File: src/rtl/ioctl_loader_pkg.sv
// Shared definitions for the ioctl download loader: field widths, the
// ioctl address width of the glue layer, and the write-engine state encoding.
package ioctl_loader_pkg;

    localparam int IOCTL_AW     = 25;
    localparam int DEF_CHANNELS = 4;
    localparam int DEF_AW       = 19;
    localparam int DEF_DW       = 8;

    function automatic int chw_of(input int n);
        if (n > 1) begin
            return $clog2(n);
        end else begin
            return 1;
        end
    endfunction

    localparam int DEF_CHW     = chw_of(DEF_CHANNELS);
    localparam int DEF_ENTRY_W = DEF_CHW + DEF_AW + DEF_DW;

    typedef enum logic [0:0] {
        ST_IDLE = 1'b0,
        ST_REQ  = 1'b1
    } wr_state_e;

endpackage

File: src/rtl/loader_fifo.sv
// Synchronous FIFO with registered occupancy count; full/empty are derived
// from the registered count so they never depend on same-cycle pops.
module loader_fifo #(
    parameter int  WIDTH = 8,
    parameter int  DEPTH = 8,
    localparam int PW    = $clog2(DEPTH),
    localparam int CW    = PW + 1
) (
    input  logic             clk,
    input  logic             rst,
    input  logic             push,
    input  logic             pop,
    input  logic [WIDTH-1:0] din,
    output logic [WIDTH-1:0] dout,
    output logic             full,
    output logic             empty,
    output logic [CW-1:0]    count
);
    logic [WIDTH-1:0] mem_q [DEPTH];
    logic [PW-1:0]    wr_ptr_q, wr_ptr_d, rd_ptr_q, rd_ptr_d;
    logic [CW-1:0]    count_q, count_d;
    logic             do_push_s, do_pop_s;

    assign full  = (count_q == CW'(DEPTH));
    assign empty = (count_q == {CW{1'b0}});
    assign count = count_q;
    assign dout  = mem_q[rd_ptr_q];

    // Pointer and occupancy update; pointers wrap naturally at DEPTH
    always_comb begin
        do_push_s = push & ~full;
        do_pop_s  = pop & ~empty;
        wr_ptr_d  = do_push_s ? (wr_ptr_q + PW'(1)) : wr_ptr_q;
        rd_ptr_d  = do_pop_s ? (rd_ptr_q + PW'(1)) : rd_ptr_q;
        count_d   = count_q + CW'(do_push_s) - CW'(do_pop_s);
    end

    // Control state registers
    always_ff @(posedge clk) begin
        if (rst) begin
            wr_ptr_q <= {PW{1'b0}};
            rd_ptr_q <= {PW{1'b0}};
            count_q  <= {CW{1'b0}};
        end else begin
            wr_ptr_q <= wr_ptr_d;
            rd_ptr_q <= rd_ptr_d;
            count_q  <= count_d;
        end
    end

    // Storage array, written only on an accepted push
    always_ff @(posedge clk) begin
        if (do_push_s) begin
            mem_q[wr_ptr_q] <= din;
        end
    end

endmodule

File: src/rtl/ioctl_loader.sv
// Routes the data_io download stream by index to one of CHANNELS memory targets,
// buffers the bytes and writes them to slow memory over a req/ack handshake.
module ioctl_loader
    import ioctl_loader_pkg::*;
#(
    parameter int  CHANNELS   = DEF_CHANNELS,
    parameter int  BASE_INDEX = 0,
    parameter int  IDXW       = 8,
    parameter int  AW         = DEF_AW,
    parameter int  DW         = DEF_DW,
    parameter int  DEPTH      = 8,
    localparam int CHW        = chw_of(CHANNELS)
) (
    input  logic                clock,
    input  logic                reset,
    input  logic                dlActive,
    input  logic [IDXW-1:0]     dlIndex,
    input  logic                dlWr,
    input  logic [IOCTL_AW-1:0] dlA,
    input  logic [DW-1:0]       dlD,
    output logic                dlWait,
    output logic                memReq,
    output logic [CHW-1:0]      memCh,
    output logic [AW-1:0]       memA,
    output logic [DW-1:0]       memD,
    input  logic                memAck,
    output logic                init,
    output logic [CHANNELS-1:0] loaded,
    output logic [AW:0]         lastSize,
    output logic                overflow,
    output logic                rangeErr
);
    localparam int          EW      = CHW + AW + DW;
    localparam int          CW      = $clog2(DEPTH) + 1;
    localparam logic [AW:0] CNT_MAX = {1'b1, {AW{1'b0}}};
    localparam logic [AW:0] CNT_ONE = {{AW{1'b0}}, 1'b1};

    logic dl_active_q, dl_active_d, init_q, init_d;
    logic overflow_q, overflow_d, range_err_q, range_err_d;
    logic in_range_q, in_range_d, dl_wait_q, dl_wait_d, mem_req_q, mem_req_d;
    logic [CHW-1:0]      cur_ch_q, cur_ch_d, mem_ch_q, mem_ch_d;
    logic [AW-1:0]       mem_a_q, mem_a_d;
    logic [DW-1:0]       mem_d_q, mem_d_d;
    logic [AW:0]         cnt_q, cnt_d, last_size_q, last_size_d, cnt_base_s;
    logic [CHANNELS-1:0] loaded_q, loaded_d;
    wr_state_e           state_q, state_d;
    logic [IDXW-1:0]     diff_s;
    logic                start_s, wr_s, addr_ok_s, accept_s, push_s, pop_s, done_s;
    logic [EW-1:0]       fifo_din_s, fifo_dout_s;
    logic                fifo_full_s, fifo_empty_s;
    logic [CW-1:0]       fifo_count_s;

    loader_fifo #(.WIDTH(EW), .DEPTH(DEPTH)) u_fifo (
        .clk   (clock),
        .rst   (reset),
        .push  (push_s),
        .pop   (pop_s),
        .din   (fifo_din_s),
        .dout  (fifo_dout_s),
        .full  (fifo_full_s),
        .empty (fifo_empty_s),
        .count (fifo_count_s)
    );

    // Download start/end tracking, byte acceptance and sticky status flags
    always_comb begin
        diff_s      = dlIndex - IDXW'(BASE_INDEX);
        start_s     = dlActive & ~dl_active_q;
        dl_active_d = dlActive;
        init_d      = init_q;
        overflow_d  = overflow_q;
        range_err_d = range_err_q;
        last_size_d = last_size_q;
        loaded_d    = loaded_q;
        dl_wait_d   = (fifo_count_s >= CW'(DEPTH - 2));
        if (start_s) begin
            init_d      = 1'b0;
            overflow_d  = 1'b0;
            range_err_d = 1'b0;
            cur_ch_d    = diff_s[CHW-1:0];
            in_range_d  = (diff_s < IDXW'(CHANNELS));
            cnt_base_s  = {(AW+1){1'b0}};
        end else begin
            cur_ch_d    = cur_ch_q;
            in_range_d  = in_range_q;
            cnt_base_s  = cnt_q;
        end
        // A strobe in the start cycle already uses the freshly decoded channel
        wr_s       = dlWr & dlActive;
        addr_ok_s  = ((dlA >> AW) == {IOCTL_AW{1'b0}});
        accept_s   = wr_s & in_range_d & addr_ok_s;
        push_s     = accept_s & ~fifo_full_s;
        fifo_din_s = {cur_ch_d, dlA[AW-1:0], dlD};
        if (push_s && (cnt_base_s != CNT_MAX)) begin
            cnt_d = cnt_base_s + CNT_ONE;
        end else begin
            cnt_d = cnt_base_s;
        end
        if (wr_s && !accept_s) begin
            range_err_d = 1'b1;
        end else if (accept_s && fifo_full_s) begin
            overflow_d = 1'b1;
        end else begin
            range_err_d = range_err_d;
        end
        done_s = ~dlActive & fifo_empty_s & (state_q == ST_IDLE) & ~start_s & ~init_q;
        if (done_s) begin
            init_d      = 1'b1;
            last_size_d = cnt_q;
            for (int i = 0; i < CHANNELS; i++) begin
                if ((cur_ch_q == CHW'(i)) && in_range_q && (cnt_q != {(AW+1){1'b0}})) begin
                    loaded_d[i] = 1'b1;
                end else begin
                    loaded_d[i] = loaded_q[i];
                end
            end
        end else begin
            loaded_d = loaded_q;
        end
    end

    // Write engine: pop the FIFO head into the output registers, hold until ack
    always_comb begin
        state_d   = state_q;
        mem_req_d = mem_req_q;
        mem_ch_d  = mem_ch_q;
        mem_a_d   = mem_a_q;
        mem_d_d   = mem_d_q;
        pop_s     = 1'b0;
        case (state_q)
            ST_IDLE: begin
                if (!fifo_empty_s) begin
                    pop_s                       = 1'b1;
                    {mem_ch_d, mem_a_d, mem_d_d} = fifo_dout_s;
                    mem_req_d                   = 1'b1;
                    state_d                     = ST_REQ;
                end else begin
                    state_d = ST_IDLE;
                end
            end
            ST_REQ: begin
                if (memAck) begin
                    mem_req_d = 1'b0;
                    state_d   = ST_IDLE;
                end else begin
                    state_d = ST_REQ;
                end
            end
            default: begin
                mem_req_d = 1'b0;
                state_d   = ST_IDLE;
            end
        endcase
    end

    // State registers; the edge detector clears on reset so a held dlActive restarts
    always_ff @(posedge clock) begin
        if (reset) begin
            dl_active_q <= 1'b0;
            init_q      <= 1'b1;
            overflow_q  <= 1'b0;
            range_err_q <= 1'b0;
            in_range_q  <= 1'b0;
            dl_wait_q   <= 1'b0;
            mem_req_q   <= 1'b0;
            cur_ch_q    <= {CHW{1'b0}};
            mem_ch_q    <= {CHW{1'b0}};
            mem_a_q     <= {AW{1'b0}};
            mem_d_q     <= {DW{1'b0}};
            cnt_q       <= {(AW+1){1'b0}};
            last_size_q <= {(AW+1){1'b0}};
            loaded_q    <= {CHANNELS{1'b0}};
            state_q     <= ST_IDLE;
        end else begin
            dl_active_q <= dl_active_d;
            init_q      <= init_d;
            overflow_q  <= overflow_d;
            range_err_q <= range_err_d;
            in_range_q  <= in_range_d;
            dl_wait_q   <= dl_wait_d;
            mem_req_q   <= mem_req_d;
            cur_ch_q    <= cur_ch_d;
            mem_ch_q    <= mem_ch_d;
            mem_a_q     <= mem_a_d;
            mem_d_q     <= mem_d_d;
            cnt_q       <= cnt_d;
            last_size_q <= last_size_d;
            loaded_q    <= loaded_d;
            state_q     <= state_d;
        end
    end

    assign dlWait   = dl_wait_q;
    assign memReq   = mem_req_q;
    assign memCh    = mem_ch_q;
    assign memA     = mem_a_q;
    assign memD     = mem_d_q;
    assign init     = init_q;
    assign loaded   = loaded_q;
    assign lastSize = last_size_q;
    assign overflow = overflow_q;
    assign rangeErr = range_err_q;

endmodule

File: config.mk
export PLATFORM = sky130hd
export DESIGN_NAME = ioctl_loader
export DESIGN_NICKNAME = d
export VERILOG_FILES = /design/src/rtl/ioctl_loader_pkg.sv /design/src/rtl/loader_fifo.sv /design/src/rtl/ioctl_loader.sv
export SDC_FILE = /design/constraint.sdc
export NUM_CORES = 1
export LEC_CHECK = 0
export BUFFER_PORTS_ARGS = -buffer_cell sky130_fd_sc_hd__buf_4
export CORE_MARGIN = 2
export CORE_UTILIZATION = 64
export DETAILED_ROUTE_END_ITERATION = 6
export PLACE_DENSITY = 0.91
export SYNTH_ARGS = -nofsm -noshare
export SYNTH_HDL_FRONTEND = slang
export SYNTH_SLANG_ARGS = --single-unit
File: constraint.sdc
create_clock -name clock -period 7.4 [get_ports clock]
set_input_delay 1.11 -clock clock [delete_from_list [all_inputs] [get_ports clock]]
set_output_delay 1.11 -clock clock [all_outputs]
set_load 0.05 [all_outputs]
==> Word level (Yosys, flattened, before mapping) <==
Memories as Yosys holds them, arrays and structs flattened. A register that Yosys moved wholly into a read port is not among the register bits.
Index checks and enable logic that the tools add are counted.
{ "classes": {"add_sub_neg": 5, "order_cmp": 2, "n_eq_ne": 7, "muxes": 18, "bitwise_logic": 18, "n_reduce_logical": 24} }
{ "ops": {"columns": ["op", "n"], "rows": [
  ["20-bit two-way mux", 2],
  ["25-bit zero test", 1],
  ["20-bit by 1-bit adder with 20-bit output (second input constant)", 1],
  ["20-bit != test (second input constant)", 1],
  ["20-bit nonzero test", 1],
  ["1-bit two-way mux", 13],
  ["2-bit AND reduction", 6],
  ["1-bit AND", 11],
  ["1-bit logical AND", 11],
  ["8-bit by 3-bit less-than comparator with 1-bit output (second input constant)", 1],
  ["1-bit NOT", 7],
  ["3-bit by 1-bit adder with 3-bit output (second input constant)", 2],
  ["4-bit by 1-bit adder with 4-bit output", 1],
  ["2-bit equality test (second input constant)", 2],
  ["4-bit equality test (second input constant)", 1],
  ["4-bit by 3-bit greater-or-equal comparator with 1-bit output (second input constant)", 1],
  ["4-bit zero test", 1],
  ["2-bit != test (second input constant)", 2],
  ["1-bit one-hot mux with 2 select lines", 2],
  ["4-bit by 1-bit subtractor with 4-bit output", 1],
  ["2-bit by 1-bit equality test with 1-bit output (second input constant)", 1],
  ["2-bit zero test", 1],
  ["2-bit two-way mux", 1],
  ["2-bit nonzero test", 1],
  ["other kinds (2)", 2]
]} }
{ "totals": {"ff_bits": 64, "ramBits": 232, "in_bits": 46, "output_inout_bits": 58, "elab_cells": 93, "mem_count": 1} }
{ "mem_list": {"columns": ["memory", "words", "word_bits", "read_ports", "rd_ports_with_merged_regs", "wr", "line", "rtl"], "rows": [
  ["u_fifo.mem_q", 8, 29, 1, 1, 1, "loader_fifo.sv:19", "logic [WIDTH-1:0] mem_q [DEPTH];"]
]} }

==> Logic depth before layout (Yosys ltp) <==
{ "logic_depth": {"word_depth": 9, "depth_mapped": 13, "ltp_nobuf": 11} }

==> Hierarchy <==
From an unflattened synthesis, not the netlist that was laid out.
{ "unflattened": {"cells_unflattened": 841, "hier_area_um2": 12987.5} }
{ "by_module_without_submodules": {"columns": ["module", "n_inst", "cells_each", "area_each_um2", "seq_area_each_um2"], "rows": [
  ["loader_fifo", 1, 416, 9575.4, 7226.9],
  ["ioctl_loader", 1, 425, 3412.0, 1661.6]
]} }

==> Worst setup path after synthesis <==
OpenSTA, ideal clock, no wires.
{ "synth_path": {"path_type": "input port to flip-flop", "startpoint": "input dlA[19]", "endpoint": "memory u_fifo.mem_q[2][0] (netlist bit) (enable)", "setup_time_ps": 457, "arrival_time_ps": 4484, "required_time_ps": 6943, "path_slack_ps": 2459, "path_stages": 6, "n_path_buf": 1, "path_cell_list": "or4_4 > nor3_4 > and2_1 > clkbuf_1 > nand2b_1 > nor3b_1"} }
{ "synth_via": {"elab_chain_len": 6} }
{ "synth_lines": {"columns": ["element", "line", "rtl"], "rows": [
  ["from (decl)", "ioctl_loader.sv:19", "input logic [IOCTL_AW-1:0] dlA,"],
  ["25-bit zero test", "ioctl_loader.sv:90", "addr_ok_s = ((dlA >> AW) == {IOCTL_AW{1'b0}});"],
  ["1-bit AND", "ioctl_loader.sv:91", "accept_s = wr_s & in_range_d & addr_ok_s;"],
  ["1-bit AND", "ioctl_loader.sv:92", "push_s = accept_s & ~fifo_full_s;"],
  ["1-bit AND", "loader_fifo.sv:31", "do_push_s = push & ~full;"],
  ["named net u_fifo.do_push_s", "loader_fifo.sv:22", "logic do_push_s, do_pop_s;"],
  ["1-bit two-way mux", "loader_fifo.sv:53", "if (do_push_s) begin"],
  ["1-bit two-way mux (not written as such)", "loader_fifo.sv:54", "mem_q[wr_ptr_q] <= din;"],
  ["to (decl)", "loader_fifo.sv:19", null]
]} }
The timed path passes the listed nets, and every way through them passes these cells.

==> Worst setup path in the final report <==
{ "layout_path": {"startpoint": "input dlActive", "endpoint": "memory u_fifo.mem_q[4][7] (netlist bit) (enable)"} }
{ "layout_via": {"elab_chain_len": 8, "word_cells_on_any_way": 9, "cone_classes": "mux (3); bitwise (6)"} }
{ "layout_lines": {"columns": ["element", "line", "rtl"], "rows": [
  ["from (decl)", "ioctl_loader.sv:16", "input logic dlActive,"],
  ["1-bit AND", "ioctl_loader.sv:68", "start_s = dlActive & ~dl_active_q;"],
  ["1-bit two-way mux", "ioctl_loader.sv:76", "if (start_s) begin"],
  ["1-bit AND * (2 in series)", "ioctl_loader.sv:91", null],
  ["1-bit AND *", "ioctl_loader.sv:92", null],
  ["1-bit AND *", "loader_fifo.sv:31", null],
  ["1-bit two-way mux *", "loader_fifo.sv:53", null],
  ["1-bit two-way mux (not written as such) *", "loader_fifo.sv:54", null]
]} }
Every way passes the cells marked *; elsewhere a longest branch is shown, timed or not.

==> summary.txt <==
Critical path
  – CP cell instances: buf_4, nand2b_1, a22o_1, and2_1, nand2b_1, nor3b_2, buf_4
  – Worst path required time: 7620 ps
  – Cell family with most CP delay: simple AND/OR/NAND/NOR gates
  – Worst path max stage delay: 1080 ps
  – Slowest stage cell, crit path: nor3b_2
  – Setup CP Type: input port to flop
  – Crit end category: flop
  – Worst path arrival time: 4420 ps
  – CP Max Fanout: 22
  – Setup crit start kind: input port
  – CP bufs+invs: 2

Global route
  – Gr ovfl total: 0
  – Largest net degree at the start of global routing: 83
  – GRT Util Overall: 27.2%
  – Initial antenna violation count: 0
  – Vias in the first global route: 7543
  – First-pass GRT wire length: 42400 um

Detailed routing
  – Initial DRC Count: 646
  – Residual DRC: 0
  – Vias: 7402
  – Antenna-violating nets left: 0
  – DRT Wirelength: 27500 um
  – Vias per inst: 6.26
  – Per-cell routed wire length: 23.2 um
  – 1st-pass router iterations: 5

Yosys
  – EDFF count, synth: 232
  – Syn nets: 857
  – Seq/Total Area, Yosys: 70.1%
  – Yosys top cell area share: 55.4%
  – Dominant synthesized flop cell: edfxtp_1
  – Area leader, netlist: edfxtp_1
  – Top cells by area, synth: edfxtp_1 (55%), dfxtp_1 (15%), mux4_2 (10%)
  – Avg Synthesized Cell Area: 15.8 um^2
  – Mapped Cells: 799
  – Synth warn: 0
  – Asr flop ratio synth: 0%
  – Most common cell in the netlist: edfxtp_1
  – Synth cell count leaders: edfxtp_1 (232), dfxtp_1 (93), mux4_2 (58), nor2_1 (56), nand2_1 (54)
  – Mapped cell area: 0.0126 mm^2
  – Number of synthesized register bits: 325
  – Netlist cell types: 47

Power and ir drop
  – Maximum vdd drop: 307 uV
  – Leakage: 4.88 nW
  – Power Density: 341 mW/mm^2

Status
  – Outcome: finished clean

STA
  – Min Hold Slack: 457 ps
  – Slew headroom: 13.9%
  – Final hold violation count: 0
  – Final max-slew violation count: 0
  – Setup TNS: 0 ps
  – Worst clock skew: 13.2 ps
  – RSZ-0062 raised after global routing: false
  – Fmax: 238 MHz
  – Slew @ Worst Pin: 1290 ps
  – Tmin final: 4200 ps
  – # setup viols final: 0
  – Fin crit share: 56.7%

Placement
  – Gpl congestion: 0.851
  – Inst Count DP: 1126
  – # port buffers: 103
  – DP HPWL: 15600 um

Worst hold path
  – Hold Crit Class: flop to flop

Clocking
  – H-tree levels: 1
  – Clk Latency, worst-skew pair: 550 ps
  – TritonCTS Buffers: 31
  – Clk slew on worst S/H paths: 60 ps
  – CTS tree: built
  – CTS Buffer Depth: 3
  – Post-CTS Repair Setup Buffers: 0
  – Post-CTS sizing: 0
  – Hold_buf cts: 0
  – Clk sink count: 325
  – CTS Root Cell: clkbuf_16

Final layout
  – Share of cells above drive strength 1: 26.0%
  – Antenna Cells: 0
  – Nets: 952
  – Final core occ: 75.5%
  – Fin cells: 1183
  – P&R area growth vs syn: 16.4%

Die
  – Initial core utilization: 64.9%
  – Rows: 51
  – Die ar.: 0.0208 mm^2
  – Area of the core: 0.0194 mm^2
  – Number of I/O pins: 104
  – Die Width: 144 um
  – DIE HEIGHT: 144 um

Job
  – Max cap viols: 0
[area by class of cell]
cell class | count | area [um^2]
fill | 1114 | 4750
tap | 265 | 332
inverter | 13 | 48.8
multi-input combinational | 409 | 3540
clock inverter | 20 | 239
timing repair buffer | 114 | 856
sequential | 325 | 8830
clock buffer | 37 | 798
[cells by family after synthesis]
group | count (synthesis) | share of synthesized area [%]
XOR/XNOR | 6 | 0.418
AO/OA/AOI/OAI | 111 | 5.69
adder cells (fa/ha/maj) | 12 | 1.25
AND/OR/NAND/NOR | 190 | 7.39
flip-flops | 325 | 70.1
buffers and inverters | 65 | 2.19
multiplexers | 90 | 12.9
[power by group]
group | total, W | internal (W) | switching [W]
Combinational | 0.00122 | 0.000471 | 0.000750
Sequential | 0.00215 | 0.00205 | 0.000101
Clock | 0.00162 | 0.000945 | 0.000673
[flip-flops by register name (all words and copies together), names as in the netlist]
name and count:
dl_active_q 1, lastSize 20, memCh 2, in_range_q 1
cnt_q 20, u_fifo.rd_ptr_q 3, overflow 1, state_q 1
memD 8, cur_ch_q 2, u_fifo.count 4, rangeErr 1
memA 19, init 1, u_fifo.wr_ptr_q 3, dlWait 1
loaded 4, memReq 1, u_fifo.mem_q 232
[layout by cell type (no fill, tap or decap), drive strengths merged, types with 7 or more instances in the layout]
cell    instances
clkinv         12
mux4           58
a211oi         31
nor3            9
buf           114
nand2          54
a21oi          44
nor4            7
nor2           56
or3            11
mux2i          32
nand4          11
nor2b           7
nand3          13
inv            13
edfxtp        232
o21ai          13
clkbuf         37
ha             11
dfxtp          93
[metal layers]
layer | GRT usage, % | up-vias | routed length [um]
met3 | 4.04 | 60 | 2120
met2 | 48.6 | 387 | 14400
met5 | 0 | - | 0
met4 | 8.48 | 0 | 742
li1 | - | 3278 | -
met1 | 34.9 | 3677 | 10300
[stage by stage]
| stage | area, um^2 | worst slack (ps) | total power (W) |
|---|---|---|---|
| after detailed placement | 13600 | 2760 | 0.00339 |
| after CTS | 14600 | 3250 | 0.00502 |
| after floorplan | 12600 | 2460 | 0.00306 |
| after global routing | 14600 | 2990 | 0.00517 |
| final | 14600 | 3200 | 0.00499 |
| after global placement | 13600 | 3000 | 0.00335 |
[path summary, 6_finish.rpt]
path	start	endpoint	slack [ps]	depth (start not counted)
max	dlActive	u_fifo.mem_q[4][7]	3200	7
min	lastSize[11]	lastSize[11]	460	2
max reg2reg	dl_active_q	u_fifo.mem_q[4][7]	3450	6
min reg2reg	lastSize[11]	lastSize[11]	460	2
[tightest hold or removal path, stage by stage, from the launching register on]
cell and delay [ps]:
dfxtp_1 310, nand2_1 50, a21oi_1 50
Power figures use the tool's default switching activity.
